## src/rtl/mem_bus_arbiter_if.sv

```systemverilog
// Bus bundle between the two requesters (M0 CPU, M1 DMA), the arbiter and
// the address decoder / target read-data mux.
interface mem_bus_arbiter_if #(
  parameter int DATA_W = 32
) ();

  logic              m0_req;
  logic [31:0]       m0_addr;
  logic              m0_we;
  logic [DATA_W-1:0] m0_wdata;
  logic              m0_ack;
  logic              m0_err;

  logic              m1_req;
  logic [31:0]       m1_addr;
  logic              m1_we;
  logic [DATA_W-1:0] m1_wdata;
  logic              m1_ack;
  logic              m1_err;

  logic [DATA_W-1:0] rdata;
  logic [31:0]       bus_addr;
  logic              bus_we;
  logic [DATA_W-1:0] bus_wdata;
  logic [DATA_W-1:0] bus_rdata;

  // Arbiter side: takes requests and target read data, drives acks and the bus.
  modport slave (
    input  m0_req, m0_addr, m0_we, m0_wdata,
    output m0_ack, m0_err,
    input  m1_req, m1_addr, m1_we, m1_wdata,
    output m1_ack, m1_err,
    output rdata, bus_addr, bus_we, bus_wdata,
    input  bus_rdata
  );

  // Environment side: the requesters plus the decoder/target read-data mux.
  modport master (
    output m0_req, m0_addr, m0_we, m0_wdata,
    input  m0_ack, m0_err,
    output m1_req, m1_addr, m1_we, m1_wdata,
    input  m1_ack, m1_err,
    input  rdata, bus_addr, bus_we, bus_wdata,
    output bus_rdata
  );

endinterface

```

## src/rtl/mem_bus_arbiter.sv

```systemverilog
// Two-master round-robin arbiter for the shared memory-mapped bus.
// One access at a time: IDLE grants, ACCESS holds the bus for 1+WS cycles,
// DONE pulses the owner's ack. Illegal accesses skip ACCESS and ack with err.
module mem_bus_arbiter #(
  parameter int WS_ROM  = 1,
  parameter int WS_RAM  = 0,
  parameter int WS_UART = 1,
  parameter int DATA_W  = 32
) (
  input logic              clk,
  input logic              rst_n,
  mem_bus_arbiter_if.slave mbus
);

  typedef enum logic [1:0] {
    ST_IDLE   = 2'd0,
    ST_ACCESS = 2'd1,
    ST_DONE   = 2'd2
  } state_t;

  typedef enum logic [2:0] {
    RG_ROM   = 3'd0,
    RG_RAM   = 3'd1,
    RG_UDATA = 3'd2,
    RG_USTAT = 3'd3,
    RG_NONE  = 3'd4
  } region_t;

  // Address map decode.
  function automatic region_t decode(input logic [31:0] addr);
    region_t r;
    if (addr < 32'h0000_2000) begin
      r = RG_ROM;
    end else if (addr < 32'h0000_3000) begin
      r = RG_RAM;
    end else if (addr == 32'h0000_3000) begin
      r = RG_UDATA;
    end else if (addr == 32'h0000_3004) begin
      r = RG_USTAT;
    end else begin
      r = RG_NONE;
    end
    return r;
  endfunction

  // Accesses that never reach the bus: ROM/status writes, unmapped anything.
  function automatic logic rejected(input region_t r, input logic we);
    logic bad;
    case (r)
      RG_ROM:   bad = we;
      RG_RAM:   bad = 1'b0;
      RG_UDATA: bad = 1'b0;
      RG_USTAT: bad = we;
      RG_NONE:  bad = 1'b1;
      default:  bad = 1'b1;
    endcase
    return bad;
  endfunction

  // Extra wait cycles per region, loaded into the ACCESS down-counter.
  function automatic logic [7:0] wait_states(input region_t r);
    logic [7:0] ws;
    case (r)
      RG_ROM:   ws = 8'(WS_ROM);
      RG_RAM:   ws = 8'(WS_RAM);
      RG_UDATA: ws = 8'(WS_UART);
      RG_USTAT: ws = 8'(WS_UART);
      default:  ws = 8'd0;
    endcase
    return ws;
  endfunction

  state_t            state_r;
  logic [7:0]        cnt_r;
  logic              last_grant_r;   // 1 = M1 was granted last
  logic              grant_r;        // owner of the access in flight (1 = M1)

  logic              any_req_s;
  logic              sel_m1_s;
  logic [31:0]       sel_addr_s;
  logic              sel_we_s;
  logic [DATA_W-1:0] sel_wdata_s;
  region_t           sel_region_s;
  logic              sel_err_s;

  // Pick the winner: a lone requester wins, a tie goes to whoever did not win last.
  always_comb begin
    any_req_s = mbus.m0_req | mbus.m1_req;
    sel_m1_s  = 1'b0;
    if (mbus.m0_req && mbus.m1_req) begin
      sel_m1_s = ~last_grant_r;
    end else if (mbus.m1_req) begin
      sel_m1_s = 1'b1;
    end else begin
      sel_m1_s = 1'b0;
    end
    if (sel_m1_s) begin
      sel_addr_s  = mbus.m1_addr;
      sel_we_s    = mbus.m1_we;
      sel_wdata_s = mbus.m1_wdata;
    end else begin
      sel_addr_s  = mbus.m0_addr;
      sel_we_s    = mbus.m0_we;
      sel_wdata_s = mbus.m0_wdata;
    end
    sel_region_s = decode(sel_addr_s);
    sel_err_s    = rejected(sel_region_s, sel_we_s);
  end

  // Access sequencer: grant, hold bus for the wait states, then pulse ack.
  always_ff @(posedge clk or negedge rst_n) begin
    if (!rst_n) begin
      state_r        <= ST_IDLE;
      cnt_r          <= 8'd0;
      last_grant_r   <= 1'b1;
      grant_r        <= 1'b0;
      mbus.bus_addr  <= 32'd0;
      mbus.bus_we    <= 1'b0;
      mbus.bus_wdata <= {DATA_W{1'b0}};
      mbus.rdata     <= {DATA_W{1'b0}};
      mbus.m0_ack    <= 1'b0;
      mbus.m0_err    <= 1'b0;
      mbus.m1_ack    <= 1'b0;
      mbus.m1_err    <= 1'b0;
    end else begin
      // Acks are single-cycle pulses; only the transition into DONE sets them.
      mbus.m0_ack <= 1'b0;
      mbus.m0_err <= 1'b0;
      mbus.m1_ack <= 1'b0;
      mbus.m1_err <= 1'b0;
      case (state_r)
        ST_IDLE: begin
          mbus.bus_we <= 1'b0;
          if (any_req_s) begin
            last_grant_r <= sel_m1_s;
            grant_r      <= sel_m1_s;
            if (sel_err_s) begin
              // Rejected: bus untouched, straight to DONE with err.
              if (sel_m1_s) begin
                mbus.m1_ack <= 1'b1;
                mbus.m1_err <= 1'b1;
              end else begin
                mbus.m0_ack <= 1'b1;
                mbus.m0_err <= 1'b1;
              end
              mbus.rdata <= {DATA_W{1'b0}};
              state_r    <= ST_DONE;
            end else begin
              mbus.bus_addr  <= sel_addr_s;
              mbus.bus_we    <= sel_we_s;
              mbus.bus_wdata <= sel_wdata_s;
              cnt_r          <= wait_states(sel_region_s);
              state_r        <= ST_ACCESS;
            end
          end else begin
            state_r <= ST_IDLE;
          end
        end
        ST_ACCESS: begin
          if (cnt_r == 8'd0) begin
            // Only reads update rdata; writes leave the last read value.
            if (!mbus.bus_we) begin
              mbus.rdata <= mbus.bus_rdata;
            end
            mbus.bus_we <= 1'b0;
            if (grant_r) begin
              mbus.m1_ack <= 1'b1;
            end else begin
              mbus.m0_ack <= 1'b1;
            end
            state_r <= ST_DONE;
          end else begin
            cnt_r <= cnt_r - 8'd1;
          end
        end
        ST_DONE: begin
          mbus.bus_we <= 1'b0;
          state_r     <= ST_IDLE;
        end
        default: begin
          mbus.bus_we <= 1'b0;
          state_r     <= ST_IDLE;
        end
      endcase
    end
  end

endmodule

```

## src/flat_wrapper.sv

```systemverilog
// flat-port wrapper written by rule: the top's interface ports become plain ports
module mem_bus_arbiter_flat 
#(
  parameter int WS_ROM  = 1,
  parameter int WS_RAM  = 0,
  parameter int WS_UART = 1,
  parameter int DATA_W  = 32
)
  (clk, rst_n, mbus_m0_req, mbus_m0_addr, mbus_m0_we, mbus_m0_wdata, mbus_m0_ack, mbus_m0_err, mbus_m1_req, mbus_m1_addr, mbus_m1_we, mbus_m1_wdata, mbus_m1_ack, mbus_m1_err, mbus_rdata, mbus_bus_addr, mbus_bus_we, mbus_bus_wdata, mbus_bus_rdata);
  mem_bus_arbiter_if #(.DATA_W(DATA_W)) mbus_i ();
  input logic clk;
  input logic rst_n;
  input wire logic [$bits(mbus_i.m0_req)-1:0] mbus_m0_req;
  input wire logic [$bits(mbus_i.m0_addr)-1:0] mbus_m0_addr;
  input wire logic [$bits(mbus_i.m0_we)-1:0] mbus_m0_we;
  input wire logic [$bits(mbus_i.m0_wdata)-1:0] mbus_m0_wdata;
  output wire logic [$bits(mbus_i.m0_ack)-1:0] mbus_m0_ack;
  output wire logic [$bits(mbus_i.m0_err)-1:0] mbus_m0_err;
  input wire logic [$bits(mbus_i.m1_req)-1:0] mbus_m1_req;
  input wire logic [$bits(mbus_i.m1_addr)-1:0] mbus_m1_addr;
  input wire logic [$bits(mbus_i.m1_we)-1:0] mbus_m1_we;
  input wire logic [$bits(mbus_i.m1_wdata)-1:0] mbus_m1_wdata;
  output wire logic [$bits(mbus_i.m1_ack)-1:0] mbus_m1_ack;
  output wire logic [$bits(mbus_i.m1_err)-1:0] mbus_m1_err;
  output wire logic [$bits(mbus_i.rdata)-1:0] mbus_rdata;
  output wire logic [$bits(mbus_i.bus_addr)-1:0] mbus_bus_addr;
  output wire logic [$bits(mbus_i.bus_we)-1:0] mbus_bus_we;
  output wire logic [$bits(mbus_i.bus_wdata)-1:0] mbus_bus_wdata;
  input wire logic [$bits(mbus_i.bus_rdata)-1:0] mbus_bus_rdata;
  assign mbus_i.m0_req = mbus_m0_req;
  assign mbus_i.m0_addr = mbus_m0_addr;
  assign mbus_i.m0_we = mbus_m0_we;
  assign mbus_i.m0_wdata = mbus_m0_wdata;
  assign mbus_m0_ack = mbus_i.m0_ack;
  assign mbus_m0_err = mbus_i.m0_err;
  assign mbus_i.m1_req = mbus_m1_req;
  assign mbus_i.m1_addr = mbus_m1_addr;
  assign mbus_i.m1_we = mbus_m1_we;
  assign mbus_i.m1_wdata = mbus_m1_wdata;
  assign mbus_m1_ack = mbus_i.m1_ack;
  assign mbus_m1_err = mbus_i.m1_err;
  assign mbus_rdata = mbus_i.rdata;
  assign mbus_bus_addr = mbus_i.bus_addr;
  assign mbus_bus_we = mbus_i.bus_we;
  assign mbus_bus_wdata = mbus_i.bus_wdata;
  assign mbus_i.bus_rdata = mbus_bus_rdata;
  mem_bus_arbiter #(.WS_ROM(WS_ROM), .WS_RAM(WS_RAM), .WS_UART(WS_UART), .DATA_W(DATA_W)) u_core (.clk(clk), .rst_n(rst_n), .mbus(mbus_i));
endmodule
```

## config.mk

```make
export PLATFORM = sky130hd
export DESIGN_NAME = mem_bus_arbiter_flat
export DESIGN_NICKNAME = d
export VERILOG_FILES = /design/src/rtl/mem_bus_arbiter_if.sv /design/src/rtl/mem_bus_arbiter.sv /design/src/flat_wrapper.sv
export SDC_FILE = /design/constraint.sdc
export NUM_CORES = 1
export LEC_CHECK = 0
export BUFFER_PORTS_ARGS = -buffer_cell sky130_fd_sc_hd__buf_2
export CORE_MARGIN = 5
export CORE_UTILIZATION = 50
export CTS_BUF_LIST = sky130_fd_sc_hd__clkbuf_2
export CTS_CLUSTER_SIZE = 30
export DETAILED_ROUTE_END_ITERATION = 12
export GPL_ROUTABILITY_DRIVEN = 0
export GPL_TIMING_DRIVEN = 0
export PLACE_DENSITY = 0.9
export SYNTH_ARGS = -nofsm -noshare
export SYNTH_HDL_FRONTEND = slang
export SYNTH_SLANG_ARGS = --single-unit
```

## constraint.sdc

```tcl
create_clock -name clk -period 4.7 [get_ports clk]
set_clock_uncertainty 0.1 [all_clocks]
set_input_delay 0.705 -clock clk [delete_from_list [all_inputs] [get_ports clk]]
set_output_delay 0.705 -clock clk [all_outputs]
set_load 0.02 [all_outputs]
```

[Yosys cells after proc, flatten, opt, wreduce, memory -nomap -nowiden]
Index checks and enable logic that the tools add are counted.
Widths: inputs -> output; s select.
Operators by class
  $add $sub $neg: 1
  magnitude comparators: 2
  eq/ne operators: 12
  muxes and demuxes: 42
  bitwise logic cells: 3
  reduce and logical (&&, ||, !) cells: 12
Operator list (count)
  $mux 32: 6
  $eq 32x14->1 const B: 2
  $lt 32x14->1 const B: 2
  $pmux 32 s2: 1
  $mux 8: 3
  $mux 1: 19
  $pmux 8 s2: 1
  $mux 3: 4
  $logic_not 8->1: 1
  $pmux 1 s2: 4
  $sub 8x1->8 const B: 1
  $eq 3x2->1 const B: 2
  $mux 2: 3
  $ne 2x1->1 const B: 3
  $ne 2x2->1 const B: 3
  $reduce_and 5->1: 1
  $pmux 2 s2: 1
  $reduce_and 4->1: 1
  $reduce_or 2->1: 2
  $eq 3x1->1 const B: 1
  $logic_not 3->1: 1
  $reduce_and 3->1: 1
  $reduce_or 3->1: 1
  $eq 2x1->1 const B: 1
  other kinds (6): 7
Storage, ports and cells
  bits in registers: 113
  input port bits: 166

[Logic depth before layout (Yosys ltp)]
Gate-level depths: netlist (run 1).
  word-level depth: 14
  depth in mapped cells: 11
  mapped depth without buffers: 8

[Least setup slack after synthesis (run 1)]
Ideal clock, no wire load.
  path type: input-to-reg
  start point: input mbus_m1_addr[16]
  end point: register u_core.cnt_r[4]
  arrival: 2786 ps
  setup slack: 1740 ps
  stages on the path: 7
  cells stage by stage: or4_1 or4_4 a221oi_2 a21oi_2 buf_6 or4_4 a21oi_2
Between the ends
  word-level cells in the longest chain between the ends: 11
RTL lines
  start, declared: RTL line flat_wrapper.sv:20  | input wire logic [$bits(mbus_i.m1_addr)-1:0] mbus_m1_addr;
  $mux 32 (*): RTL line mem_bus_arbiter.sv:97  | if (sel_m1_s) begin
  branches (longest 4 deep; another with $lt 32x14->1)
  $mux 3 (*): RTL line mem_bus_arbiter.sv:32  | if (addr < 32'h0000_2000) begin
  $eq 3x2->1 (tied with other cells): RTL line mem_bus_arbiter.sv:49  | case (r)
  $reduce_or 2->1 (no line)
  $pmux 1 s2 (*): RTL line mem_bus_arbiter.sv:49
  $ne 2x2->1 (no line) (*)
  $reduce_and 4->1 (no line) (*)
  end signal, assigned: RTL line mem_bus_arbiter.sv:152  | cnt_r <= wait_states(sel_region_s);
  end signal, assigned: RTL line mem_bus_arbiter.sv:173  | cnt_r <= cnt_r - 8'd1;
  end, declared: RTL line mem_bus_arbiter.sv:74  | logic [7:0] cnt_r;
Mark *: on every way between the ends.
A chain may end at the register's enable or synchronous reset.

[Final worst setup path (run 1)]
  start point: register u_core.last_grant_r
  end point: register u_core.mbus.bus_wdata[22]
Between the ends
  word-level cells in the longest chain between the ends: 13
RTL lines
  start, declared: RTL line mem_bus_arbiter.sv:75  | logic last_grant_r;
  start signal, assigned: RTL line mem_bus_arbiter.sv:135  | last_grant_r <= sel_m1_s;
  $not 1->1 (*): RTL line mem_bus_arbiter.sv:91  | sel_m1_s = ~last_grant_r;
  $mux 1 (*): RTL line mem_bus_arbiter.sv:90  | if (mbus.m0_req && mbus.m1_req) begin
  branches (longest 11 deep; another with $lt 32x14->1)
  end signal, assigned: RTL line mem_bus_arbiter.sv:119  | mbus.bus_wdata <= {DATA_W{1'b0}};
  end signal, assigned: RTL line mem_bus_arbiter.sv:151  | mbus.bus_wdata <= sel_wdata_s;
  end, declared: RTL line mem_bus_arbiter_if.sv:33  | output rdata, bus_addr, bus_we, bus_wdata,
Marked as above.

==> flow_summary.toml, run 1 <==
[sta]
fin_crit_sh_pct = 66.6
period_minus_slack_ns = 3.13
tns_ns = 0
tightestPinTransition_ns = 0.753
max_slew_margin_pct = 49.8
finalMaxSlewViolations = 0
fmax_ghz = 0.319
hold_violations = 0
finalSetupViolCount = 0
rsz0062_at_grt = "no"

[outcome]
status = "complete, no violations"

[synthesis]
synth_area_leader_cell = "dfrtp_1"
avgSynthCellArea_um2 = 10.2
synthDistinctLibCells = 41
yosysTopAreaCellShare_pct = 58.0
ys_seq_area_share_pct = 58.5
synth-warning-count = 0
synth_seq_cells = 113
synth_area_leaders = "dfrtp_1 (58%), nand2_1 (7.3%), a31oi_1 (6.2%)"
synthCells = 475
syn_nets = 642
syn-cell-area_um2 = 4830

[clock_tree]
clkTransAtPathRegs_ns = 0.20
insertion_delay_ns = 0.64
cts_max_level = 4
clock_sinks = 113
cts_root_buf = "clkbuf_2"
cts_max_path_buffers = 2
cts_buffers = 17
cts_resized = 0
holdBufCountCts = 1
cts_post_setup_buffers_inserted = 0
cts_tree = "yes"

[layout]
num-fill-cells = 721
fin_nets = 929
register_area_um2 = 2830
multiInputGateArea_um2 = 1820
layout-drive-gt1-share_pct = 42.5
synthToLayoutAreaGrowth_pct = 37.9
fin_util_pct = 71.5
finish.instance_area_um2 = 6670

[setup_path]
path_common_cell = "buf_2"
worst_setup_path_end_kind = "flip-flop"
crit_path_start_kind = "flip-flop"
worstPathArrival_ns = 3.55
cpPeakStageDelay_ns = 0.61
crit_family = "buffers and inverters"
worstSetupPathType = "reg -> reg"
worstPathCellList = "a21bo_2 > clkbuf_1 > nand4_1 > or4_1 > a221oi_2 > and3_2 > buf_2 > buf_6 > buf_2 > a31oi_1"
cp_max_fo = 10
critical_path_required_ns = 5.12
path_buf_inv = 4
slowest_stage = "dfstp_2"

[routing]
drtIter0Drc = 425
wl_um = 16100
vias = 4969
viasPerCell = 5.49
antenna_left = 0
routedWlPerCell_um = 17.8
drc_errors = 0
first_pass_iters = 5

[power_and_ir_drop]
p_switching_mw = 0.558
swShare_pct = 27.9
worst_ir_drop_vdd_mv = 0.282
powerDensity_nw_per_um2 = 299
p_leak_nw = 3.74
p_int_mw = 1.44
pwr-share-comb_pct = 11.8
pwr-share-seq_pct = 49.7
clockPowerShare_pct = 38.5

[place]
dp_hpwl_um = 12400
numPortBuffers = 266
placed_cell_area_um2 = 6360

[global_route]
grt_max_degree = 58
grt_pass1_wl_um = 24400
grt_pass1_vias = 5003
grtUsageTotal_pct = 26.8
gr-total-overflow = 0
antenna_found_initial = 0

[floorplanning]
die_w_um = 108
core-area_um2 = 9330
die_h_um = 108
die-area_um2 = 11700
num_rows = 35
start_util_pct = 51.8
io_pins = 267

[flow_run]
max_cap_violations = 0

[min_path]
hold_class = "in -> reg"
-- cell usage in the layout, fill, tap and decap left out, drive strengths merged, types with 13 or more instances in the layout --
cell / instances
dfrtp: 112
clkbuf: 35
nor4: 13
nor2: 52
a31oi: 48
nand2: 94
and2: 21
a22o: 33
buf: 282
-- synth_stat cells (all sizes together) --
cell type  count
a22o          33
clkbuf        17
a31o           2
inv            5
or4            7
o22a           1
a221oi         1
nand2b         1
and2          21
a21bo          1
a41o           1
a21boi         1
a21oi          8
o22ai          3
o21ai          6
a2bb2oi        1
nor2          52
ha             1
nand2         94
nor4          13
mux2i          3
dfrtp        112
o31ai          3
dfstp          1
and3           2
nor2b          2
nand3          3
o31a           2
nor3           2
buf           15
o21a           2
nor3b          2
or3            6
a31oi         48
nand4          3
-- routing by layer --
metal  up-vias  GRT usage, %  wire (um)
met5         -             0          0
met4         0          12.0        571
met3        52          6.27       1280
met2       251          48.2       8390
met1      2395          30.2       5830
li1       2271             -          -
-- worst reg2reg max path, cell delays in order (launching register included) --
cell	delay, ns
dfstp_2	0.61
a21bo_2	0.15
clkbuf_1	0.31
nand4_1	0.12
or4_1	0.48
a221oi_2	0.35
and3_2	0.23
buf_2	0.15
buf_6	0.16
buf_2	0.24
a31oi_1	0.13
-- area by class of cell --
class,count,share of cell area [%]
antenna,1,0.0375
buffer,32,2.52
clock buffer,18,1.35
clock inverter,14,3.08
inverter,5,0.282
multi-input combinational,325,27.3
sequential,113,42.4
tap,129,2.42
timing repair buffer,268,20.6
-- sequential cells by signal (all words and copies together) (netlist names) --
register,flops
u_core.mbus.rdata,32
u_core.cnt_r,8
u_core.mbus.m0_ack,1
u_core.mbus.bus_addr,32
u_core.state_r,2
u_core.mbus.bus_wdata,32
u_core.mbus.m1_err,1
u_core.grant_r,1
u_core.last_grant_r,1
u_core.mbus.bus_we,1
u_core.mbus.m1_ack,1
u_core.mbus.m0_err,1
-- stage by stage --
| step | std cells | power, mW | hold slack [ns] | setup slack, ns |
|---|---|---|---|---|
| global route | 904 | 2.09 | 0.0658 | 1.41 |
| CTS | 904 | 2.01 | 0.0984 | 1.56 |
| global placement | 870 | 1.23 | 0.364 | 1.31 |
| finish | 905 | 2.00 | 0.148 | 1.57 |
| floorplan | 475 | 1.11 | 0.309 | 1.74 |
| detailed placement | 871 | 1.24 | 0.365 | 1.27 |
-- logic make-up after synthesis --
kind of cell,share of synthesized area (%)
adders and majority gates,0.259
AOI/OAI and AO/OA,17.1
muxes,0.621
and+or+nand+nor,19.7
DFF,58.5
buffers and inverters,3.86
-- worst paths after layout --
| kind | startpoint | end | slack, ns | cells past startpoint |
|---|---|---|---|---|
| worst max register to register | u_core.last_grant_r | u_core.mbus.bus_wdata[22] | 1.57 | 10 |
| worst max-delay path | u_core.last_grant_r | u_core.mbus.bus_wdata[22] | 1.57 | 10 |
| min in group asynchronous | rst_n | u_core.mbus.rdata[24] | 0.52 | 2 |
| worst min register to register | u_core.mbus.bus_addr[29] | u_core.mbus.bus_addr[29] | 0.41 | 1 |
| max in group asynchronous | rst_n | u_core.last_grant_r | 3.18 | 3 |
| worst min-delay path | mbus_bus_rdata[14] | u_core.mbus.rdata[14] | 0.15 | 2 |
-- power groups by stage --
stage / sequential, mW / clock [mW] / combinational [mW]
after floorplan: 1.01 / 0 / 0.0950
after global placement: 1.01 / 0 / 0.221
after detailed placement: 1.01 / 0 / 0.232
after CTS: 0.992 / 0.784 / 0.235
after global routing: 0.994 / 0.836 / 0.259
final: 0.993 / 0.768 / 0.236
(Power assumes the default switching activity.)
==> run 2: changes to the inputs <==
ABC_AREA = 1   (was default)
CORE_UTILIZATION = 48   (was 50)
PLACE_DENSITY = 0.84   (was 0.9)
clock period = 3.02 ns   (was 4.7 ns; I/O delays follow)
==> run 2 against run 1 <==
Against the previous run: synthesized cell count up 40%; clock power up 48%; sequential share of layout area down 8.5 points; final cell count up 34%; critical path type unchanged; global-route usage up 4.0 points; total power up 64%; fmax up 10%; count of clock-buffer cells in the layout up 2; sequential cell count unchanged; first-iteration DRC count up 48%; wire length up 32%; critical path depth down 3.
==> flow_summary.toml, run 2 <==
[synthesis]
ys_seq_area_share_pct = 51.7
synth_edf_count = 0
synth_area_leaders = "dfrtp_1 (51%), nand2_1 (17%), mux2i_1 (6.0%)"
synth_flop_cell = "dfrtp_1"
synthCells = 666
synth_common_cells = "nand2_1 (245), dfrtp_1 (112), inv_1 (67), o21ai_1 (42), nand4_1 (35)"
syn-cell-area_um2 = 5470
async_reset_ff_share_pct = 100
synth_seq_cells = 113
synth_area_leader_cell = "dfrtp_1"
syn_nets = 833
synth-warning-count = 0
yosysMostFrequentCell = "nand2_1"
yosysTopAreaCellShare_pct = 51.2
synthDistinctLibCells = 27
avgSynthCellArea_um2 = 8.22

[global_route]
use_met3_pct = 10.0
grt_pass1_vias = 6380
use_met2_pct = 51.8
grtUsageTotal_pct = 30.8
grt_max_degree = 63
grt_pass1_wl_um = 31900
antenna_found_initial = 2
gr-total-overflow = 0
grt-busiest-layer = "met2"
grt_use_met1_pct = 32.7

[clock_tree]
cts_max_path_buffers = 2
cts_root_buf = "clkbuf_2"
clock_sinks = 113
clkTransAtPathRegs_ns = 0.18
cts_buffers = 17
cts_post_setup_buffers_inserted = 0
cts_max_level = 4
insertion_delay_ns = 0.65
cts_tree = "yes"

[setup_path]
cpPeakStageDelay_ns = 0.63
crit_family = "buffers and inverters"
cp_max_fo = 10
worst_setup_path_end_kind = "flip-flop"
critical_path_required_ns = 3.49
worstSetupPathType = "reg -> reg"
r2r_cells = 7
crit_path_start_kind = "flip-flop"
cp.depth = 7
path_common_cell = "nand2_4"
worstPathArrival_ns = 3.31
worstPathCellList = "nand2_4 > nand2_4 > buf_4 > clkbuf_1 > mux2i_1 > dlygate4sd3_1 > o21ai_1"
slowest_stage = "clkbuf_1"
path_buf_inv = 3

[layout]
fin_util_pct = 73.6
synthToLayoutAreaGrowth_pct = 52.2
fin_nets = 1218
final_cell_mix = "buf_2 (271), nand2_1 (244), dfrtp_1 (112), dlygate4sd3_1 (100), inv_1 (67)"
top_regs = "u_core.mbus.bus_addr: 32 flops, u_core.mbus.bus_wdata: 32 flops, u_core.mbus.rdata: 32 flops"
final_common_cell = "buf_2"
layout-drive-gt1-share_pct = 31.3

[min_path]
holdPathStages = 3
hold_class = "in -> reg"

[sta]
fin_ws_ns = 0.171
fin_crit_sh_pct = 94.3
hold_slack_ns = 0.0661
tightestPinTransition_ns = 0.798
hold_violations = 0
max_slew_margin_pct = 46.8
finalMaxSlewViolations = 0
period_minus_slack_ns = 2.85
fmax_ghz = 0.351
finalSetupViolCount = 0

[power_and_ir_drop]
swShare_pct = 27.6
powerDensity_nw_per_um2 = 392
pwr-share-seq_pct = 47.1
p_int_mw = 2.36
pwr-share-comb_pct = 18.1
clockPowerShare_pct = 34.8
total_power_mw = 3.26
p_switching_mw = 0.901
worst_ir_drop_vdd_mv = 0.273
p_leak_nw = 4.99

[routing]
routedWlPerCell_um = 17.5
viasPerCell = 5.28
drtIter0Drc = 631
antenna_left = 0
wl_um = 21100
drc_errors = 0
vias = 6378
first_pass_iters = 6

[place]
dpl_worst_slack_ns = 0.0493
dp_hpwl_um = 12300
numPortBuffers = 265

[outcome]
status = "complete, no violations"

[floorplanning]
core-area_um2 = 11300
die_h_um = 117
start_util_pct = 48.4
num_rows = 39
die_w_um = 117
die-area_um2 = 13600
io_pins = 267

[flow_run]
max_cap_violations = 0
-- run 2: cell types whose count changed after synthesis, sizes merged, moves of 10 or more --
cell    previous run  this run
nand2             94       250
inv                5        67
o21ai              6        59
a31oi             48         0
a22o              33         0
nand4              3        35
mux2i              3        33
and2              21         0
nor2              52        33
nand3b             0        16
nor4              13         0
nand3              3        13
-- run 2: cell type report --
cell class / instances / area (um^2)
fillers: 772 / 2990
diodes: 3 / 7.51
flip-flops and latches: 113 / 2830
clock buffers: 20 / 100
plain buffers: 35 / 195
clock inverters: 11 / 164
well taps: 143 / 179
repair buffers: 366 / 2360
inverters: 67 / 251
multi-input cells: 451 / 2250
-- run 2: worst min-delay path, cell delays in order --
cell and delay (ns):
buf_2 0.08, mux2i_1 0.10, o21ai_1 0.17
-- run 2: final timing paths --
path / end / start / slack (ns)
worst max register to register: u_core.mbus.bus_wdata[17] / u_core.last_grant_r / 0.17
worst max-delay path: u_core.mbus.bus_wdata[17] / u_core.last_grant_r / 0.17
min in group asynchronous: u_core.mbus.rdata[10] / rst_n / 0.24
max in group asynchronous: u_core.mbus.bus_wdata[0] / rst_n / 1.80
worst min register to register: u_core.mbus.bus_addr[13] / u_core.mbus.bus_addr[13] / 0.39
worst min-delay path: u_core.mbus.bus_wdata[4] / mbus_m1_wdata[4] / 0.07
-- run 2: per-stage QoR --
stage | instances | instance area, um^2 | setup TNS (ns)
floorplan | 666 | 5470 | 0
global placement | 1074 | 6980 | 0
detailed placement | 1075 | 7010 | 0
CTS | 1206 | 8270 | 0
global route | 1208 | 8330 | -0.358
finish | 1209 | 8330 | 0
-- run 2: kinds of logic (layout without fill, tap and decap cells) --
group,after synthesis,count (layout),synth area share [%]
AND/OR/NAND/NOR,349,349,27.7
flip-flops,113,113,51.7
buffers and inverters,102,499,7.63
AO/OA/AOI/OAI,62,62,5.71
multiplexers,33,33,6.03
XOR/XNOR,6,6,0.960
adder cells (fa/ha/maj),1,1,0.229
other,0,3,0
-- run 2: layer usage --
| layer | part of all wire (%) | wire length (um) |
|---|---|---|
| met1 | 34 | 7230 |
| met2 | 50 | 10600 |
| met3 | 9.2 | 1940 |
| met4 | 6.7 | 1410 |
| met5 | 0 | 0 |
-- run 2: power groups by stage --
stage / clock [mW] / sequential [mW] / combinational, mW
final: 1.14 / 1.54 / 0.591
after global routing: 1.21 / 1.54 / 0.645
after CTS: 1.12 / 1.54 / 0.556
after detailed placement: 0 / 1.56 / 0.427
after global placement: 0 / 1.56 / 0.420
after floorplan: 0 / 1.57 / 0.219
-- run 2: repair_timing --
item                       CTS  global route
resized for setup            0            40
setup endpoints to repair    0            98
hold endpoints to repair   119             0
hold buffers               100             0
